**config.mk**
```make
export PLATFORM = sky130hd
export DESIGN_NAME = mem_writein_demux
export DESIGN_NICKNAME = d
export VERILOG_FILES = /design/src/rtl/mem_link_pkg.sv /design/src/rtl/mem_wr_counter.sv /design/src/rtl/mem_writein_demux.sv
export SDC_FILE = /design/constraint.sdc
export NUM_CORES = 1
export LEC_CHECK = 0
export ABC_AREA = 1
export CAP_MARGIN = 20
export CORE_ASPECT_RATIO = 0.5
export CORE_MARGIN = 2
export CORE_UTILIZATION = 54
export CTS_CLUSTER_SIZE = 25
export DETAILED_ROUTE_END_ITERATION = 8
export PLACE_DENSITY = 0.87
export SYNTH_ARGS = -nofsm -noshare
export SYNTH_HDL_FRONTEND = slang
export SYNTH_SLANG_ARGS = --single-unit
```
**constraint.sdc**
```tcl
create_clock -name clk -period 3.2 [get_ports clk]
set_input_delay 0.96 -clock clk [delete_from_list [all_inputs] [get_ports clk]]
set_output_delay 0.96 -clock clk [all_outputs]
set_load 0.05 [all_outputs]
```
**src/rtl/mem_link_pkg.sv**
```systemverilog
// rtl/mem_link_pkg.sv - shared field layout and types for the merged readout link word
package mem_link_pkg;

    localparam int SRC_HI = 47;
    localparam int SRC_LO = 44;
    localparam logic [3:0] HDR_SRC = 4'hF;
    localparam int DATA_W = 44;
    localparam int BX_W   = 3;
    localparam int CNT_W  = 6;
    localparam int BX_LO  = 0;
    localparam int WORD_W = SRC_HI + 1;

    typedef logic [WORD_W-1:0] link_word_t;

    typedef enum logic {
        ST_IDLE = 1'b0,
        ST_RUN  = 1'b1
    } demux_state_t;

endpackage

```
**src/rtl/mem_wr_counter.sv**
```systemverilog
// rtl/mem_wr_counter.sv - per-memory saturating item counter with sticky overflow flag
module mem_wr_counter #(
    parameter int CNT_W = 6
) (
    input  logic             clk,
    input  logic             reset,
    input  logic             clear,
    input  logic             inc,
    output logic [CNT_W-1:0] count,
    output logic             full,
    output logic             overflow
);

    assign full = &count;

    // overflow survives clear so a dropped write stays visible across events
    always_ff @(posedge clk) begin
        if (reset) begin
            count    <= '0;
            overflow <= 1'b0;
        end else if (clear) begin
            count <= '0;
        end else if (inc) begin
            if (full) begin
                overflow <= 1'b1;
            end else begin
                count <= count + 1'b1;
            end
        end
    end

endmodule

```
**src/rtl/mem_writein_demux.sv**
```systemverilog
// rtl/mem_writein_demux.sv - scatters merged link words into NMEM memories; optional MEM_WRITEIN_WATCHDOG_EN
module mem_writein_demux #(
    parameter int NMEM       = 12,
    parameter int DATA_W     = 44,
    parameter int CNT_W      = 6,
    parameter int PAGE_W     = 1,
    parameter int CLK_PER_BX = 100
) (
    input  logic                     clk,
    input  logic                     reset,
    input  logic [47:0]              stream_in,
    input  logic                     valid_in,
    input  logic                     send_BX_in,
    output logic [NMEM-1:0]          wr_en,
    output logic [PAGE_W+CNT_W-1:0]  wr_addr,
    output logic [DATA_W-1:0]        wr_data,
    output logic [NMEM*CNT_W-1:0]    number_out,
    output logic [2:0]               bx_out,
    output logic                     event_done,
    output logic [NMEM-1:0]          overflow,
`ifdef MEM_WRITEIN_WATCHDOG_EN
    output logic                     timeout,
`endif
    output logic                     err_bad_src
);

    import mem_link_pkg::*;

    demux_state_t      state;
    logic [BX_W-1:0]   cur_bx;
    logic [PAGE_W-1:0] page;

    logic [3:0]        src;
    logic [BX_W-1:0]   hdr_bx;
    logic              wd_fire;
    logic              clear;
    logic              data_ok;
    logic [NMEM-1:0]   inc;
    logic [NMEM-1:0]   full;
    logic [CNT_W-1:0]  cnt [NMEM];

    assign src    = stream_in[SRC_HI:SRC_LO];
    assign hdr_bx = stream_in[BX_LO +: BX_W];

`ifdef MEM_WRITEIN_WATCHDOG_EN
    logic [6:0] wd_cnt;
    assign wd_fire = (state == ST_RUN) && !send_BX_in && (wd_cnt == 7'(CLK_PER_BX - 1));
`else
    assign wd_fire = 1'b0;
`endif

    // a forced close behaves like a header, so a coincident data word is dropped
    assign clear   = send_BX_in || wd_fire;
    assign data_ok = valid_in && !send_BX_in && !wd_fire && (state == ST_RUN);

    for (genvar g = 0; g < NMEM; g++) begin : g_cnt
        assign inc[g] = data_ok && (32'(src) == g);

        mem_wr_counter #(
            .CNT_W(CNT_W)
        ) u_cnt (
            .clk      (clk),
            .reset    (reset),
            .clear    (clear),
            .inc      (inc[g]),
            .count    (cnt[g]),
            .full     (full[g]),
            .overflow (overflow[g])
        );
    end

    always_ff @(posedge clk) begin
        if (reset) begin
            state       <= ST_IDLE;
            cur_bx      <= '0;
            page        <= '0;
            wr_en       <= '0;
            wr_addr     <= '0;
            wr_data     <= '0;
            number_out  <= '0;
            bx_out      <= '0;
            event_done  <= 1'b0;
            err_bad_src <= 1'b0;
`ifdef MEM_WRITEIN_WATCHDOG_EN
            wd_cnt      <= '0;
            timeout     <= 1'b0;
`endif
        end else begin
            wr_en      <= '0;
            wr_addr    <= '0;
            wr_data    <= '0;
            event_done <= 1'b0;

            if (send_BX_in) begin
                cur_bx <= hdr_bx;
                page   <= hdr_bx[PAGE_W-1:0];
                state  <= ST_RUN;
                if (state == ST_RUN) begin
                    for (int i = 0; i < NMEM; i++) begin
                        number_out[i*CNT_W +: CNT_W] <= cnt[i];
                    end
                    bx_out     <= cur_bx;
                    event_done <= 1'b1;
                end
            end else if (wd_fire) begin
                for (int i = 0; i < NMEM; i++) begin
                    number_out[i*CNT_W +: CNT_W] <= cnt[i];
                end
                bx_out     <= cur_bx;
                event_done <= 1'b1;
                cur_bx     <= cur_bx + 1'b1;
                page       <= page + 1'b1;
            end else if (data_ok) begin
                if (32'(src) < NMEM) begin
                    if (!full[src]) begin
                        wr_en   <= NMEM'(1) << src;
                        wr_addr <= {page, cnt[src]};
                        wr_data <= stream_in[DATA_W-1:0];
                    end
                end else if (src != HDR_SRC) begin
                    err_bad_src <= 1'b1;
                end
            end

`ifdef MEM_WRITEIN_WATCHDOG_EN
            if (send_BX_in || wd_fire || state == ST_IDLE) begin
                wd_cnt <= '0;
            end else begin
                wd_cnt <= wd_cnt + 1'b1;
            end
            if (wd_fire) begin
                timeout <= 1'b1;
            end
`endif
        end
    end

endmodule

```
==> results.yml, run 1 <==
worst_setup_path:
  crit_family: "buffers and inverters"
  crit_slowest_cell: "clkdlybuf4s50_1"
  path_class: "reg -> out"
  critPathArrivalTime_ns: 1.72
  r2r-end: "wr_data[3]"
  rrSetupSlack_ns: 1.27
  timing.rr.start: "g_cnt[9].u_cnt.count[0]"
  critPathRequiredTime_ns: 2.24
  crit_path_end_kind: "output pin"
  start_kind: "register"
  crit_fanout: 1
  worst-path-buf-inv: 1
  r2r_cells: 9
  crit_chain: "clkdlybuf4s50_1"
  critPathMaxStageDelay_ns: 0.84
synthesis:
  yosysSeqAreaShare_pct: 50.0
  synth.net_count: 1265
  ys_warn_count: 0
  synthCells: 1201
  synth_seq_cells: 228
  synth.cell_area_um2: 9130
  synth_area_per_cell_um2: 7.60
  synthDistinctLibCells: 32
sta:
  finalClockSkew_ns: 0.00860
  setup-tns-final_ns: 0
  whs_ns: 0.451
  period_needed_ns: 2.68
  rsz0062_at_grt: "no"
  hold_violations: 0
  period_share_pct: 83.8
  max_freq_ghz: 0.373
  worstMarginPinSlew_ns: 0.638
  fin_ws_ns: 0.520
  setup_viol: 0
  slew_violations: 0
  slew_headroom_pct: 57.5
clock_tree:
  worstSkewPairLatency_ns: 0.49
  cts_tree: "done"
  cts_resized: 0
  cts.root.buffer_cell: "clkbuf_16"
  cts_made_buffers: 20
  cts-htree-levels: 1
  cts.path.max_buffers: 3
  cts_sinks: 228
  clk_pin_slew_ns: 0.07
  ctsHoldBuffers: 0
  post_cts_buffers: 0
min_path:
  holdPathStages: 2
  hold_end: "g_cnt[1].u_cnt.overflow"
  holdCritPathClass: "reg -> reg"
  hold_start: "g_cnt[1].u_cnt.overflow"
pwr:
  p_int_mw: 4.52
  seqPwrFrac_pct: 48.8
  p_sw_share_pct: 24.8
  clockPowerShare_pct: 40.5
  powerDensity_nw_per_um2: 503
  power_switching_mw: 1.49
  ir_drop_mv: 0.307
  p_leak_nw: 4.64
  power_frac_comb_pct: 10.7
final_layout:
  fin_nets: 1452
  fin_util_pct: 72.7
  area_delta_synth_final_pct: 31.0
  drive_gt1_share_pct: 5.71
  fill_cells: 1264
  n_antenna_cell: 0
run_status:
  outcome: "complete, no violations"
routing:
  num_vias: 8675
  ant_nets: 0
  via_per_inst: 5.33
  drc_errors: 0
  drtIter0Drc: 735
  wirelength_mm: 25.9
  wl_per_cell_um: 15.9
  drt-pass1-iter-count: 6
global_route:
  grt_pass1_vias: 8170
  grt_use_total_pct: 28.1
  antenna_found_initial: 0
  grt_max_degree: 75
  grt_pass1_wl_mm: 40.8
  gr-total-overflow: 0
floorplanning:
  rows: 33
  io_pins: 204
  core_area_um2: 16400
  die_w_um: 188
  die_h_um: 95.9
  start_util_pct: 55.5
  die_area_um2: 18000
placed_design:
  port_buffers: 203
  place_congestion: 0.953
  hpwl_mm: 18.9
  post-place-ws_ns: 0.203
flow_run:
  drv_cap: 0
==> worst register-to-register path, delay by kind of cell (launching register included) <==
kind | cells | cell delay, ns
adders and majority gates | 1 | 0.23
buffers and inverters | 1 | 0.23
DFF | 1 | 0.44
AOI/OAI and AO/OA | 1 | 0.13
and+or+nand+nor | 6 | 0.79
==> power groups by stage <==
stage          Combinational, mW  Sequential, mW  Clock [mW]
3_3_place_gp               0.631            2.99           0
4_1_cts                    0.643            2.93        2.46
5_1_grt                    0.684            2.94        2.59
2_1_floorplan              0.175            3.21           0
3_5_place_dp               0.639            3.00           0
6_report                   0.646            2.93        2.43
==> cells in the final DEF, fill, tap and decap left out, types with 12 or more instances in the layout <==
master           netlist  layout
a21oi_1              139     139
buf_4                 15      20
clkbuf_16              0      21
clkdlybuf4s50_1        0     203
dfxtp_1              228     228
ha_1                  12      12
inv_1                158     156
nand2_1              158     158
nand3_1               44      44
nand4_1               13      13
nor2_1               175     175
nor3_1                13      13
o21ai_0              135     135
o22ai_1               18      18
==> worst max-delay path by stage <==
stage,end,slack (ns),depth (start not counted),startpoint
floorplan,wr_en[9],1.12,9,reset
CTS,wr_en[11],0.51,1,wr_en[11]
finish,wr_addr[1],0.52,1,wr_addr[1]
detailed placement,g_cnt[0].u_cnt.count[5],0.20,8,send_BX_in
global route,g_cnt[1].u_cnt.count[4],0.44,9,send_BX_in
global placement,g_cnt[8].u_cnt.count[4],0.24,9,send_BX_in
==> registers in the layout (all words and copies together), names as in the netlist <==
register	flops
wr_en	12
err_bad_src	1
number_out	72
cur_bx	3
event_done	1
wr_addr	7
state	1
bx_out	3
g_cnt.u_cnt.overflow	12
g_cnt.u_cnt.count	72
wr_data	44
==> layer usage <==
layer,vias to the layer above,GRT usage (%),wire [um]
met5,-,0,0
met4,0,8.01,616
met3,56,5.65,2330
met2,415,46.2,11600
met1,3969,38.1,11400
li1,4235,-,-
==> kinds of logic (layout without fill, tap and decap cells) <==
group,after synthesis,in the layout,share of synthesized area (%)
AOI/OAI and AO/OA,304,304,17.2
xor gates and xnor gates,6,6,0.576
adders and majority gates,12,12,1.65
buffers and inverters,222,421,10.5
DFF,228,228,50.0
and+or+nand+nor,429,429,20.1
==> cells in the mapped netlist <==
library cell    n  area [um^2]
dfxtp_1       228         4560
nor2_1        175          657
inv_1         158          593
nand2_1       158          593
a21oi_1       139          696
o21ai_0       135          676
nand3_1        44          220
clkbuf_1       28          105
o22ai_1        18          113
buf_4          15          113
nand4_1        13         81.3
nor3_1         13         65.1
ha_1           12          150
nor2_2         10         62.6
buf_2           8         40.0
buf_6           8         90.1
xor2_1          6         52.6
nor2_4          5         56.3
a31oi_1         4         25.0
nand2_2         4         25.0
inv_2           3         11.3
a211oi_1        2         15.0
buf_1           2         7.51
nor3b_1         2         15.0
nor4_1          2         12.5
o21ai_1         2         10.0
o31ai_1         2         15.0
a22o_1          1         8.76
nand3_2         1         10.0
nand3_4         1         17.5
nor3_4          1         16.3
o21ai_2         1         8.76
==> per-stage QoR <==
stage                     total power, mW  cell area [um^2]  instances
after global placement               3.63             11300       1593
after CTS                            6.04             12000       1627
after global routing                 6.21             12000       1627
final                                6.01             12000       1627
after floorplan                      3.38              9130       1201
after detailed placement             3.64             11300       1593
==> area by class of cell <==
type	count	area, um^2	area share, %
Clock inverter	4	45.0	0.377
Timing Repair Buffer	226	2240	18.8
Clock buffer	30	609	5.10
Sequential cell	228	4560	38.2
Multi-Input combinational cell	751	3600	30.1
Inverter	161	606	5.07
Tap cell	227	284	2.38
Note: power is estimated with default switching activity, not from simulation.
==> inputs of run 2 (changes only) <==
- CORE_UTILIZATION: 54 -> 46
- PLACE_DENSITY: 0.87 -> 0.79
- clock period: 3.2 -> 2.2 ns (I/O delays scaled with it)
==> run 2 against run 1 <==
Sequential power grew 46%. Largest cell class unchanged. Worst setup slack got worse by 0.38 ns. Count of clock-buffer cells in the layout is 2 lower. Critical path type unchanged.
==> results.yml, run 2 (synthesis gave the netlist of run 1 again) <==
worst_setup_path:
  critPathRequiredTime_ns: 1.54
  worst-path-buf-inv: 1
  crit_path_end_kind: "output pin"
  path_class: "reg -> out"
  r2r_cells: 9
  start_kind: "register"
  crit_chain: "dlygate4sd2_1"
  crit_slowest_cell: "dlygate4sd2_1"
  crit_family: "buffers and inverters"
  rrSetupSlack_ns: 0.23
  crit_fanout: 2
  critPathArrivalTime_ns: 1.40
  critPathMaxStageDelay_ns: 0.54
  cp.depth: 1
global_route:
  gr-total-overflow: 0
  grt_pass1_vias: 8400
  grt_use_total_pct: 24.2
  grt_max_degree: 73
  grt_pass1_wl_mm: 41.8
  antenna_found_initial: 0
sta:
  hold_violations: 0
  slew_violations: 0
  rsz0062_at_grt: "no"
  max_freq_ghz: 0.485
  worstMarginPinSlew_ns: 0.639
  period_share_pct: 93.6
  finalClockSkew_ns: 0.0135
  setup_viol: 0
  slew_headroom_pct: 57.4
  period_needed_ns: 2.06
  setup-tns-final_ns: 0
placed_design:
  dp.cells: 1685
  hpwl_mm: 19.2
  port_buffers: 203
  place_congestion: 0.941
floorplanning:
  die_w_um: 203
  die_h_um: 104
  die_area_um2: 21000
  core_area_um2: 19500
  io_pins: 204
  rows: 36
  start_util_pct: 46.9
routing:
  ant_nets: 0
  drtIter0Drc: 695
  wl_per_cell_um: 15.0
  via_per_inst: 5.10
  num_vias: 8767
  drc_errors: 0
  wirelength_mm: 25.9
  drt-pass1-iter-count: 5
clock_tree:
  cts.path.max_buffers: 3
  worstSkewPairLatency_ns: 0.51
  ctsHoldBuffers: 0
  cts.root.buffer_cell: "clkbuf_16"
  cts-htree-levels: 1
  cts_sinks: 228
  cts_made_buffers: 21
  clk_pin_slew_ns: 0.07
  cts_tree: "done"
  post_cts_buffers: 0
pwr:
  power_switching_mw: 2.24
  powerDensity_nw_per_um2: 733
  seqPwrFrac_pct: 47.8
  power_frac_comb_pct: 10.6
  ir_drop_mv: 0.500
  clockPowerShare_pct: 41.7
  p_leak_nw: 5.42
  p_int_mw: 6.70
  p_sw_share_pct: 25.0
final_layout:
  fill_cells: 1714
  drive_gt1_share_pct: 14.8
  final_cell_mix: "dfxtp_1 (228), nor2_1 (174), nand2_1 (158)"
  reg_top3: "g_cnt.u_cnt.count (72), number_out (72), wr_data (44)"
  final_cells: 1720
  area_delta_synth_final_pct: 33.6
  fin_nets: 1506
  n_antenna_cell: 0
  layout_commonest_cell: "dfxtp_1"
min_path:
  holdPathStages: 2
  holdCritPathClass: "reg -> reg"
flow_run:
  drv_cap: 0
run_status:
  outcome: "complete, no violations"
## run 2: what timing repair did
action,4_1_cts,5_1_grt
gates resized for setup,74,2
gates cloned,0,0
endpoints found under the setup margin,74,2
## run 2: power groups by stage
stage               logic, mW  clock network, mW  registers, mW
global placement        0.949                  0           4.36
finish                  0.944               3.72           4.27
CTS                     0.946               3.80           4.27
detailed placement      0.962                  0           4.36
global route             1.01               3.98           4.27
floorplan               0.254                  0           4.67
## run 2: routing by layer
metal  GRT usage [%]  routed length, um
met1            32.8              11400
met4            6.93                596
met2            40.1              11800
met5               0                  0
met3            3.84               2080
## run 2: worst paths after layout
check | endpoint | start
worst max-delay path | number_out[15] | number_out[15]
worst min-delay path | bx_out[2] | cur_bx[2]
worst max register to register | wr_data[17] | g_cnt[9].u_cnt.count[0]
worst min register to register | bx_out[2] | cur_bx[2]
## run 2: final cells by class
class | instances | area, um^2 | area share (%)
clock buffers | 28 | 602 | 4.94
well taps | 266 | 333 | 2.73
inverters | 161 | 606 | 4.97
flip-flops and latches | 228 | 4560 | 37.4
clock inverters | 7 | 91.3 | 0.749
multi-input cells | 751 | 3600 | 29.6
repair buffers | 279 | 2390 | 19.6
## run 2: stage by stage
step	hold slack (ns)	setup WS, ns	util (%)	power [mW]	area [um^2]
finish	0.452	0.140	62.6	8.93	12200
global route	0.491	0.0200	62.6	9.26	12200
CTS	0.454	0.131	62.6	9.01	12200
detailed placement	0.446	-0.353	59.5	5.32	11600
global placement	0.439	-0.282	59.5	5.31	11600
floorplan	0.429	0.422	-	4.92	9130
